$ cat src/rtl/uart_pkg.sv
// Shared UART receive types and baud-timing helpers.
package uart_pkg;

  typedef enum logic [2:0] {
    IDLE,
    START,
    DATA,
    PARITY,
    STOP
  } uart_rx_state_e;

  function automatic int bit_clks(input int clock_freq_hz, input int baud_rate);
    return clock_freq_hz / baud_rate;
  endfunction

  function automatic int half_clks(input int clock_freq_hz, input int baud_rate);
    return bit_clks(clock_freq_hz, baud_rate) / 2;
  endfunction

endpackage

$ cat src/rtl/uart_rx_if.sv
// Receive-side handshake bundle: received word, valid/ready and error pulses.
interface uart_rx_if #(
    parameter int DataBitsSize = 8
);
    logic [DataBitsSize-1:0] rx_data;
    logic                    rx_valid;
    logic                    rx_ready;
    logic                    frame_err;
    logic                    parity_err;
    logic                    overrun;

    modport master (
        output rx_data, rx_valid, frame_err, parity_err, overrun,
        input  rx_ready
    );

    modport slave (
        input  rx_data, rx_valid, frame_err, parity_err, overrun,
        output rx_ready
    );
endinterface

$ cat src/rtl/uart_rx_fifo.sv
// Small receive FIFO; head word is presented combinationally on dout.
module uart_rx_fifo #(
    parameter int Width = 8,
    parameter int Depth = 4
) (
    input  logic             clk,
    input  logic             rst_n,
    input  logic             push,
    input  logic             pop,
    input  logic [Width-1:0] din,
    output logic [Width-1:0] dout,
    output logic             full,
    output logic             empty
);
    localparam int PtrW = (Depth > 1) ? $clog2(Depth) : 1;

    logic [Width-1:0] mem [Depth];
    logic [PtrW-1:0]  wr_ptr;
    logic [PtrW-1:0]  rd_ptr;
    logic [PtrW:0]    count;
    logic             do_pop;
    logic             do_push;

    assign do_pop  = pop && !empty;
    // A push while full is accepted only when a pop frees the head in the same cycle.
    assign do_push = push && (!full || do_pop);

    always_ff @(posedge clk or negedge rst_n) begin
        if (!rst_n) begin
            for (int unsigned i = 0; i < Depth; i++) mem[i] <= '0;
            wr_ptr <= '0;
            rd_ptr <= '0;
            count  <= '0;
        end else begin
            if (do_push) begin
                mem[wr_ptr] <= din;
                wr_ptr      <= (wr_ptr == PtrW'(Depth - 1)) ? '0 : wr_ptr + 1'b1;
            end
            if (do_pop) rd_ptr <= (rd_ptr == PtrW'(Depth - 1)) ? '0 : rd_ptr + 1'b1;
            case ({do_push, do_pop})
                2'b10:   count <= count + 1'b1;
                2'b01:   count <= count - 1'b1;
                default: count <= count;
            endcase
        end
    end

    assign full  = (count == (PtrW + 1)'(Depth));
    assign empty = (count == '0);
    assign dout  = mem[rd_ptr];
endmodule

$ cat src/rtl/uart_rx.sv
// UART receiver with optional even parity and valid/ready output storage.
// Define UART_RX_FIFO_EN for a 4-entry output FIFO instead of a single holding register.
module uart_rx
    import uart_pkg::*;
#(
    parameter int BaudRate     = 115200,
    parameter int ClockFreqHz  = 10000000,
    parameter int DataBitsSize = 8,
    parameter int ParityBit    = 0
) (
    input  logic      clk,
    input  logic      rst_n,
    input  logic      rx_sig,
    uart_rx_if.master bus
);
    localparam int BitClks  = bit_clks(ClockFreqHz, BaudRate);
    localparam int HalfClks = half_clks(ClockFreqHz, BaudRate);
    localparam int CntW     = $clog2(BitClks + 1);
    localparam int BitW     = $clog2(DataBitsSize + 1);

    uart_rx_state_e          state_q, state_d;
    logic [CntW-1:0]         cnt_q, cnt_d;
    logic [BitW-1:0]         bit_q, bit_d;
    logic [DataBitsSize-1:0] sh_q, sh_d;
    logic                    disc_q, disc_d;
    logic                    wait_q, wait_d;
    logic [1:0]              sync_q;
    logic                    rx_s;
    logic                    fe_d, pe_d, ov_d, deliver, transfer;

    always_ff @(posedge clk or negedge rst_n) begin
        if (!rst_n) sync_q <= 2'b11;
        else        sync_q <= {sync_q[0], rx_sig};
    end
    assign rx_s = sync_q[1];

    always_ff @(posedge clk or negedge rst_n) begin
        if (!rst_n) begin
            state_q <= IDLE;
            cnt_q   <= '0;
            bit_q   <= '0;
            sh_q    <= '0;
            disc_q  <= 1'b0;
            wait_q  <= 1'b0;
        end else begin
            state_q <= state_d;
            cnt_q   <= cnt_d;
            bit_q   <= bit_d;
            sh_q    <= sh_d;
            disc_q  <= disc_d;
            wait_q  <= wait_d;
        end
    end

    always_comb begin
        state_d = state_q;
        cnt_d   = cnt_q + 1'b1;
        bit_d   = bit_q;
        sh_d    = sh_q;
        disc_d  = disc_q;
        wait_d  = wait_q;
        fe_d    = 1'b0;
        pe_d    = 1'b0;
        deliver = 1'b0;
        case (state_q)
            IDLE: begin
                cnt_d = '0;
                if (!rx_s) begin
                    state_d = START;
                    bit_d   = '0;
                    disc_d  = 1'b0;
                    wait_d  = 1'b0;
                end
            end
            START: if (cnt_q == CntW'(HalfClks - 1)) begin
                cnt_d   = '0;
                bit_d   = '0;
                state_d = rx_s ? IDLE : DATA;
            end
            DATA: if (cnt_q == CntW'(BitClks - 1)) begin
                cnt_d = '0;
                sh_d  = {rx_s, sh_q[DataBitsSize-1:1]};
                bit_d = bit_q + 1'b1;
                if (bit_q == BitW'(DataBitsSize - 1)) begin
                    if (ParityBit != 0) state_d = PARITY;
                    else                state_d = STOP;
                end
            end
            PARITY: if (cnt_q == CntW'(BitClks - 1)) begin
                cnt_d   = '0;
                state_d = STOP;
                if (rx_s != (^sh_q)) begin
                    pe_d   = 1'b1;
                    disc_d = 1'b1;
                end
            end
            STOP: begin
                // After a framing error, linger here until the line returns high.
                if (wait_q) begin
                    cnt_d = '0;
                    if (rx_s) begin
                        state_d = IDLE;
                        wait_d  = 1'b0;
                    end
                end else if (cnt_q == CntW'(BitClks - 1)) begin
                    cnt_d = '0;
                    if (rx_s) begin
                        deliver = !disc_q;
                        state_d = IDLE;
                    end else begin
                        fe_d   = 1'b1;
                        disc_d = 1'b1;
                        wait_d = 1'b1;
                    end
                end
            end
            default: state_d = IDLE;
        endcase
    end

    assign transfer = bus.rx_valid && bus.rx_ready;

`ifdef UART_RX_FIFO_EN
    logic fifo_full, fifo_empty, fifo_push;

    assign fifo_push = deliver && (!fifo_full || transfer);
    assign ov_d      = deliver && fifo_full && !transfer;

    uart_rx_fifo #(
        .Width(DataBitsSize),
        .Depth(4)
    ) u_fifo (
        .clk   (clk),
        .rst_n (rst_n),
        .push  (fifo_push),
        .pop   (transfer),
        .din   (sh_q),
        .dout  (bus.rx_data),
        .full  (fifo_full),
        .empty (fifo_empty)
    );
    assign bus.rx_valid = !fifo_empty;
`else
    logic                    hold_valid;
    logic [DataBitsSize-1:0] hold_data;

    assign ov_d = deliver && hold_valid && !transfer;

    always_ff @(posedge clk or negedge rst_n) begin
        if (!rst_n) begin
            hold_valid <= 1'b0;
            hold_data  <= '0;
        end else if (deliver && (!hold_valid || transfer)) begin
            hold_valid <= 1'b1;
            hold_data  <= sh_q;
        end else if (transfer) begin
            hold_valid <= 1'b0;
        end
    end
    assign bus.rx_valid = hold_valid;
    assign bus.rx_data  = hold_data;
`endif

    always_ff @(posedge clk or negedge rst_n) begin
        if (!rst_n) begin
            bus.frame_err  <= 1'b0;
            bus.parity_err <= 1'b0;
            bus.overrun    <= 1'b0;
        end else begin
            bus.frame_err  <= fe_d;
            bus.parity_err <= pe_d;
            bus.overrun    <= ov_d;
        end
    end
endmodule

$ cat src/flat_wrapper.sv
// flat-port wrapper written by rule: the top's interface ports become plain ports
module uart_rx_flat import uart_pkg::*;
#(
    parameter int BaudRate     = 115200,
    parameter int ClockFreqHz  = 10000000,
    parameter int DataBitsSize = 8,
    parameter int ParityBit    = 0
)
  (clk, rst_n, rx_sig, bus_rx_data, bus_rx_valid, bus_frame_err, bus_parity_err, bus_overrun, bus_rx_ready);
  uart_rx_if #(.DataBitsSize(DataBitsSize)) bus_i ();
  input  logic clk;
  input  logic rst_n;
  input  logic rx_sig;
  output wire logic [$bits(bus_i.rx_data)-1:0] bus_rx_data;
  output wire logic [$bits(bus_i.rx_valid)-1:0] bus_rx_valid;
  output wire logic [$bits(bus_i.frame_err)-1:0] bus_frame_err;
  output wire logic [$bits(bus_i.parity_err)-1:0] bus_parity_err;
  output wire logic [$bits(bus_i.overrun)-1:0] bus_overrun;
  input wire logic [$bits(bus_i.rx_ready)-1:0] bus_rx_ready;
  assign bus_rx_data = bus_i.rx_data;
  assign bus_rx_valid = bus_i.rx_valid;
  assign bus_frame_err = bus_i.frame_err;
  assign bus_parity_err = bus_i.parity_err;
  assign bus_overrun = bus_i.overrun;
  assign bus_i.rx_ready = bus_rx_ready;
  uart_rx #(.BaudRate(BaudRate), .ClockFreqHz(ClockFreqHz), .DataBitsSize(DataBitsSize), .ParityBit(ParityBit)) u_core (.clk(clk), .rst_n(rst_n), .rx_sig(rx_sig), .bus(bus_i));
endmodule
$ cat config.mk
export PLATFORM = sky130hd
export DESIGN_NAME = uart_rx_flat
export DESIGN_NICKNAME = d
export VERILOG_FILES = /design/src/rtl/uart_pkg.sv /design/src/rtl/uart_rx_if.sv /design/src/rtl/uart_rx_fifo.sv /design/src/rtl/uart_rx.sv /design/src/flat_wrapper.sv
export SDC_FILE = /design/constraint.sdc
export NUM_CORES = 1
export LEC_CHECK = 0
export BUFFER_PORTS_ARGS = -buffer_cell sky130_fd_sc_hd__buf_4
export CAP_MARGIN = 0
export CORE_UTILIZATION = 52
export CTS_CLUSTER_SIZE = 24
export DETAILED_ROUTE_END_ITERATION = 10
export GPL_ROUTABILITY_DRIVEN = 0
export GPL_TIMING_DRIVEN = 0
export PLACE_DENSITY = 0.74
export RECOVER_POWER = 100
export REMOVE_ABC_BUFFERS = 1
export SETUP_SLACK_MARGIN = 0.1
export SLEW_MARGIN = 20
export SYNTH_ARGS = -nofsm -noshare
export SYNTH_HDL_FRONTEND = slang
export SYNTH_SLANG_ARGS = --single-unit
$ cat constraint.sdc
create_clock -name clk -period 1.9 [get_ports clk]
set_clock_uncertainty 0.05 [all_clocks]
set_input_delay 0.38 -clock clk [delete_from_list [all_inputs] [get_ports clk]]
set_output_delay 0.38 -clock clk [all_outputs]
set_load 0.01 [all_outputs]
==> results of run 1 <==
==> report_power, final <==
| part | switching (mW) | total (mW) | internal (mW) |
|---|---|---|---|
| logic | 0.228 | 0.414 | 0.186 |
| clock network | 0.282 | 0.727 | 0.446 |
| registers | 0.0438 | 0.892 | 0.848 |
==> worst reg2reg max path, cell delays in order, from the launching register on <==
cell and delay, ns:
dfrtp_1 0.40, nand4b_1 0.27, buf_4 0.21, or4_4 0.51
a31oi_4 0.24, a21oi_2 0.07
==> cell type report <==
cell class	count	share of cell area [%]
tap	46	2.34
sequential	38	39.0
multi-input combinational	113	41.5
inverter	7	1.07
timing repair buffer	41	11.6
clock inverter	2	2.44
clock buffer	6	2.09
==> state kept, by name, summed over array words and instances (netlist names) <==
register	count
u_core.wait_q	1
u_core.state_q	3
u_core.bus.parity_err	1
u_core.bus.overrun	1
u_core.sh_q	8
u_core.bus.rx_valid	1
u_core.disc_q	1
u_core.bit_q	4
u_core.cnt_q	7
u_core.bus.frame_err	1
u_core.sync_q	2
u_core.bus.rx_data	8
==> cell families (layout without fill, tap and decap cells) <==
| group | Yosys count | count (layout) |
|---|---|---|
| compound gates | 33 | 33 |
| fa+ha+maj | 4 | 4 |
| simple gates | 48 | 48 |
| flops | 38 | 38 |
| mux | 16 | 16 |
| buf+inv | 14 | 56 |
| xor+xnor | 12 | 12 |
==> synth_stat cells <==
| master | instances | share of area [%] |
|---|---|---|
| a211oi_1 | 1 | 0.41 |
| a21oi_1 | 14 | 3.8 |
| a31oi_1 | 5 | 1.7 |
| a32o_1 | 1 | 0.54 |
| a41oi_1 | 1 | 0.47 |
| and2_1 | 1 | 0.34 |
| and3_1 | 2 | 0.68 |
| and4b_1 | 1 | 0.54 |
| buf_2 | 2 | 0.54 |
| buf_6 | 1 | 0.61 |
| clkbuf_1 | 4 | 0.81 |
| dfrtp_1 | 36 | 49 |
| dfstp_2 | 2 | 2.8 |
| ha_1 | 4 | 2.7 |
| inv_1 | 7 | 1.4 |
| mux2_2 | 16 | 9.7 |
| nand2_1 | 4 | 0.81 |
| nand2b_1 | 3 | 1.0 |
| nand3_1 | 5 | 1.4 |
| nand3b_1 | 1 | 0.41 |
| nand4_1 | 2 | 0.68 |
| nand4b_1 | 1 | 0.47 |
| nand4bb_1 | 1 | 0.61 |
| nor2_1 | 8 | 1.6 |
| nor2b_1 | 2 | 0.68 |
| nor3_1 | 4 | 1.1 |
| nor3_2 | 1 | 0.54 |
| nor3b_1 | 1 | 0.41 |
| nor4_1 | 2 | 0.68 |
| nor4b_1 | 2 | 0.95 |
| nor4bb_1 | 1 | 0.54 |
| o2111a_1 | 1 | 0.61 |
| o21ai_0 | 8 | 2.2 |
| o21ai_1 | 1 | 0.27 |
| o31a_1 | 1 | 0.47 |
| or2_2 | 1 | 0.34 |
| or2b_2 | 1 | 0.47 |
| or3_1 | 1 | 0.34 |
| or3b_2 | 1 | 0.47 |
| or4_1 | 2 | 0.81 |
| xnor2_1 | 8 | 3.8 |
| xnor3_1 | 1 | 1.2 |
| xor2_1 | 3 | 1.4 |
==> through the flow <==
stage               std cells  setup slack [ns]  hold WS, ns  util (%)  TNS [ns]
global placement          219            -0.450        0.297      59.0     -9.08
global route              253           -0.0206       0.0596      73.1    -0.101
detailed placement        219            -0.542        0.299      59.0    -11.06
finish                    253            0.0308       0.0803      73.1         0
CTS                       249            0.0350       0.0699      71.2         0
floorplan                 158            -0.193       0.0344         -     -2.81
==> how the worst max path moves through the flow <==
stage                    startpoint                     to  slack, ns  cells after the start
global route        u_core.cnt_q[1]  u_core.bus.rx_data[3]      -0.02                      7
CTS                 u_core.cnt_q[1]  u_core.bus.rx_data[6]       0.03                      7
detailed placement  u_core.cnt_q[1]  u_core.bus.rx_data[3]      -0.54                      6
floorplan           u_core.cnt_q[1]  u_core.bus.rx_data[0]      -0.19                      6
global placement    u_core.cnt_q[1]  u_core.bus.rx_data[7]      -0.45                      6
finish              u_core.cnt_q[5]        u_core.bit_q[0]       0.03                      5
==> layout by cell type, fill, tap and decap left out, types with 2 or more instances in the layout <==
master / synthesis / final
a21oi_1: 14 / 13
a31oi_1: 5 / 3
a31oi_4: 0 / 2
and3_1: 2 / 2
buf_4: 0 / 22
buf_6: 1 / 3
bufinv_16: 0 / 2
clkbuf_1: 4 / 12
clkbuf_4: 0 / 6
dfrtp_1: 36 / 32
dfrtp_2: 0 / 4
dfstp_2: 2 / 2
ha_1: 4 / 3
inv_1: 7 / 6
mux2_2: 16 / 3
mux2_4: 0 / 13
nand2_1: 4 / 4
nand2b_1: 3 / 3
nand3_1: 5 / 4
nand4_1: 2 / 2
nor2_1: 8 / 8
nor3_1: 4 / 4
nor4_1: 2 / 2
o21ai_0: 8 / 7
xnor2_1: 8 / 6
xnor2_2: 0 / 2
xor2_1: 3 / 3
==> timing repair <==
item	4_1_cts	5_1_grt
endpoints found under the setup margin	30	31
hold buffers	1	0
gates resized for setup	26	19
pin swaps	7	5
setup buffers	21	4
gates cloned	0	0
hold endpoints to repair	36	0
==> layer usage <==
layer | wire length [µm] | global-route usage (%)
met5 | 0 | 0
met3 | 157 | 4.62
met1 | 1840 | 30.9
met2 | 2170 | 37.9
met4 | 72 | 13.0
==> impl_metrics.tcl, run 1 <==
set metrics [dict create \
    outcome "complete, no violations" \
    syn_area_mm2 0.00185 \
    overflow 0 \
    postRouteAntennaNets 0 \
    synth-seq-cells 38 \
    reg2reg_from "u_core.cnt_q[5]" \
    grt_setup_unrepaired "true" \
    synthAdderAreaFrac_pct 2.70 \
    clockBufferDepth 2 \
    die-area_mm2 0.00380 \
    timing.reg2reg.setup_slack_ns 0.03 \
    drt_iter0_drc 128 \
    min_from "rx_sig" \
    clk_latency_ns 0.36 \
    slew_viol_final 0 \
    synth_seq_area_share_pct 51.5 \
    diodes 0 \
    post_dp_cell_area_mm2 0.00198 \
    dr.pass1.iters 4 \
    antenna_found_initial 0 \
    coreArea_mm2 0.00336 \
    path_delay_family "simple AND/OR/NAND/NOR gates" \
    cellLeakagePower_nw 1.13 \
    drc 0 \
    rr_worst_depth 5 \
    ctsRootBufferMaster "clkbuf_4" \
    crit_type "reg -> reg" \
    cts_sinks 38 \
    synth_compound_area_share_pct 10.4 \
    yosysUniqueCellTypes 43 \
    synthMuxAreaShare_pct 9.74 \
    fin_crit_ns 1.87 \
    portBuffers 15 \
    area_growth_pct 32.9 \
    ir_drop_uv 742 \
    cp.required_ns 2.09 \
    arrival_ns 2.06 \
    path_max_fanout 3 \
    clk_pin_slew_ns 0.12 \
    ctsHtreeMaxLevel 2 \
    cp-start-kind "flip-flop" \
    worst_pin_slew_ns 0.943 \
    cts_tree "done" \
    worstHoldEndpoint "u_core.sync_q[0]" \
    crit_path_cell_trace "nand4b_1, buf_4, or4_4, a31oi_4, a21oi_2" \
    hold_path_class "in -> reg" \
    setup_viol 0 \
    rows 21 \
    cts_made_buffers 5 \
    post-route-period-util_pct 98.4 \
    slowest_delay_ns 0.51 \
    vias 1487 \
    n_fill_cell 246 \
    max_cap_violations 0 \
    hold_depth 1 \
    dpl.hpwl_um 2210 \
    power_density_mw_per_mm2 827 \
    drive_above_1_share_pct 37.7 \
    total_power_mw 2.03 \
    hold_viol 0 \
    drt-total-wl_um 4240 \
    reg2reg_to "u_core.bit_q[0]" \
    die_width_um 61.7 \
    synth_top_family_by_area "simple AND/OR/NAND/NOR gates" \
    syn_area_per_cell_um2 11.2 \
    grt_max_degree 39 \
    critPathBufInv 1 \
    start_util_pct 55.0 \
    grt_pass1_wl_um 6390 \
    critPathCaptureType "flip-flop" \
    routedWlPerCell_um 16.8 \
    multiInputGateArea_mm2 0.00102 \
    slew_headroom_pct 37.1 \
    die_h_um 61.7 \
    final-seq-area_um2 958 \
    fmax_mhz 535 \
    grtUsageTotal_pct 23.9 \
    crit_slowest_cell "or4_4" \
    grt_pass1_vias 1362 \
    synth_xor_area_share_pct 6.42 \
    synth_cells 165 \
    yosysWarnings 0 \
    fin_area_mm2 0.00246 \
    vias_per_cell 5.88 \
    nets 214 \
    synth-simple-area-share_pct 15.8 \
    io_pins 16 \
]
No activity file was read; power rests on OpenSTA's default activity.
==> inputs of run 2 (changes only) <==
REMOVE_ABC_BUFFERS = unset   (was 1)
==> run 2 against run 1 <==
Core utilization down 1.2 points. Via count shrank 3.9%. Global-route usage decreased by 1.2 points. Largest power group unchanged.
==> impl_metrics.tcl, run 2 (same netlist as run 1, synthesis figures left out) <==
set metrics [dict create \
    outcome "complete, no violations" \
    post-route-period-util_pct 99.3 \
    hold_path_class "in -> reg" \
    tns_ns 0 \
    routedWlPerCell_um 16.4 \
    grt_max_degree 39 \
    clk_latency_ns 0.34 \
    slew_viol_final 0 \
    worst_pin_slew_ns 0.940 \
    reg2reg_to "u_core.bit_q[0]" \
    nets 212 \
    path_max_fanout 6 \
    placed_cells 226 \
    drive_above_1_share_pct 34.1 \
    die_width_um 61.7 \
    hold_viol 0 \
    vias_per_cell 5.69 \
    grt_pass1_wl_um 6180 \
    worstHoldEndpoint "u_core.sync_q[0]" \
    setup_viol 0 \
    grt_pass1_vias 1349 \
    crit_slowest_cell "or4_4" \
    critPathBufInv 1 \
    drt_iter0_drc 83 \
    fmax_mhz 530 \
    ctsHtreeMaxLevel 2 \
    die-area_mm2 0.00380 \
    coreArea_mm2 0.00336 \
    slew_headroom_pct 37.3 \
    rows 21 \
    fin_area_mm2 0.00242 \
    crit_path_cell_trace "inv_1, ha_1, or2b_4, or4_4, a31oi_4, a21oi_1" \
    die_h_um 61.7 \
    slowest_delay_ns 0.53 \
    cts_made_buffers 5 \
    io_pins 16 \
    ctsRootBufferMaster "clkbuf_4" \
    arrival_ns 2.06 \
    ir_drop_uv 539 \
    hold_depth 1 \
    critPathCaptureType "flip-flop" \
    cts_sinks 38 \
    rr_worst_depth 6 \
    clockBufferDepth 2 \
    area_growth_pct 30.7 \
    drc 0 \
    dpl.hpwl_um 2390 \
    cts_tree "done" \
    postRouteAntennaNets 0 \
    reg2reg_from "u_core.cnt_q[1]" \
    portBuffers 15 \
    timing.reg2reg.setup_slack_ns 0.01 \
    cp.required_ns 2.08 \
    fin_crit_ns 1.89 \
    diodes 0 \
    antenna_found_initial 0 \
    max_cap_violations 0 \
    overflow 0 \
    final_util_pct 71.9 \
    drt-total-wl_um 4130 \
    n_fill_cell 250 \
    cp-start-kind "flip-flop" \
    clk_pin_slew_ns 0.11 \
    cellLeakagePower_nw 1.10 \
    power_density_mw_per_mm2 811 \
    min_from "rx_sig" \
    mostFrequentLayoutCell "dfrtp_1" \
    vias 1429 \
    final_cell_mix "32 x dfrtp_1, 16 x mux2_4, 15 x buf_4" \
    post_dp_cell_area_mm2 0.00203 \
    path_delay_family "simple AND/OR/NAND/NOR gates" \
    start_util_pct 55.0 \
    grtUsageTotal_pct 22.7 \
    grt_setup_unrepaired "true" \
    total_power_mw 1.96 \
    dr.pass1.iters 4 \
    finalNonFillerCells 251 \
    crit_type "reg -> reg" \
    synth_nets 173 \
]
run 2: cell types whose count changed in the layout (fill, tap and decap cells not counted), sizes merged:
cell,delta
buf,-5
clkbuf,+3
run 2: per-stage QoR:
| stage | setup slack [ns] | hold slack (ns) |
|---|---|---|
| after global placement | -0.0557 | 0.297 |
| after global routing | -0.0637 | 0.0585 |
| after floorplan | 0.0727 | 0.0344 |
| final | 0.0142 | 0.0891 |
| after detailed placement | -0.119 | 0.301 |
| after CTS | 0.00834 | 0.0748 |
run 2: layout make-up:
cell class	count	area, µm²	share of cell area, %
Inverter	7	26.3	1.09
Buffer	7	57.6	2.38
Timing Repair Buffer	32	203	8.38
Sequential cell	38	958	39.6
Tap cell	46	57.6	2.38
Clock inverter	2	60.1	2.48
Clock buffer	6	51.3	2.12
Multi-Input combinational cell	113	1000	41.5
run 2: timing repair:
action | CTS | global route
cloned | 1 | 0
pin swaps | 7 | 6
endpoints found under the hold margin | 36 | 0
resized for setup | 22 | 27
hold buffers | 1 | 0
setup endpoints to repair | 27 | 33
buffers inserted | 8 | 7
run 2: how the worst max path moves through the flow:
stage	startpoint	end	slack, ns	depth (start not counted)
2_1_floorplan	u_core.cnt_q[1]	u_core.bus.rx_data[0]	0.07	7
3_3_place_gp	u_core.cnt_q[1]	u_core.bus.rx_data[3]	-0.06	7
3_5_place_dp	u_core.cnt_q[1]	u_core.bus.rx_data[3]	-0.12	7
4_1_cts	u_core.cnt_q[1]	u_core.bus.rx_data[3]	0.008	7
5_1_grt	u_core.cnt_q[1]	u_core.bus.rx_data[0]	-0.06	7
6_report	u_core.cnt_q[1]	u_core.bit_q[0]	0.01	6
run 2: layer usage:
layer | part of all wire [%] | wire length [µm] | GRT usage, %
met1 | 44 | 1800 | 29.3
met2 | 51 | 2120 | 36.7
met3 | 3.6 | 149 | 5.67
met4 | 1.5 | 61 | 8.89
met5 | 0 | 0 | 0
run 2: worst reg2reg max path, stage by stage, from the launching register on:
cell and delay [ns]:
dfrtp_1 0.40, inv_1 0.07, ha_1 0.12, or2b_4 0.30, or4_4 0.53, a31oi_4 0.23, a21oi_1 0.09
run 2: where the power goes:
group / total, mW / switching (mW) / internal [mW] / leakage, nW
sequential: 0.889 / 0.0416 / 0.847 / 0.510
clock: 0.712 / 0.266 / 0.446 / 0.0585
combinational: 0.361 / 0.213 / 0.148 / 0.534
total: 1.96 / 0.521 / 1.44 / 1.10
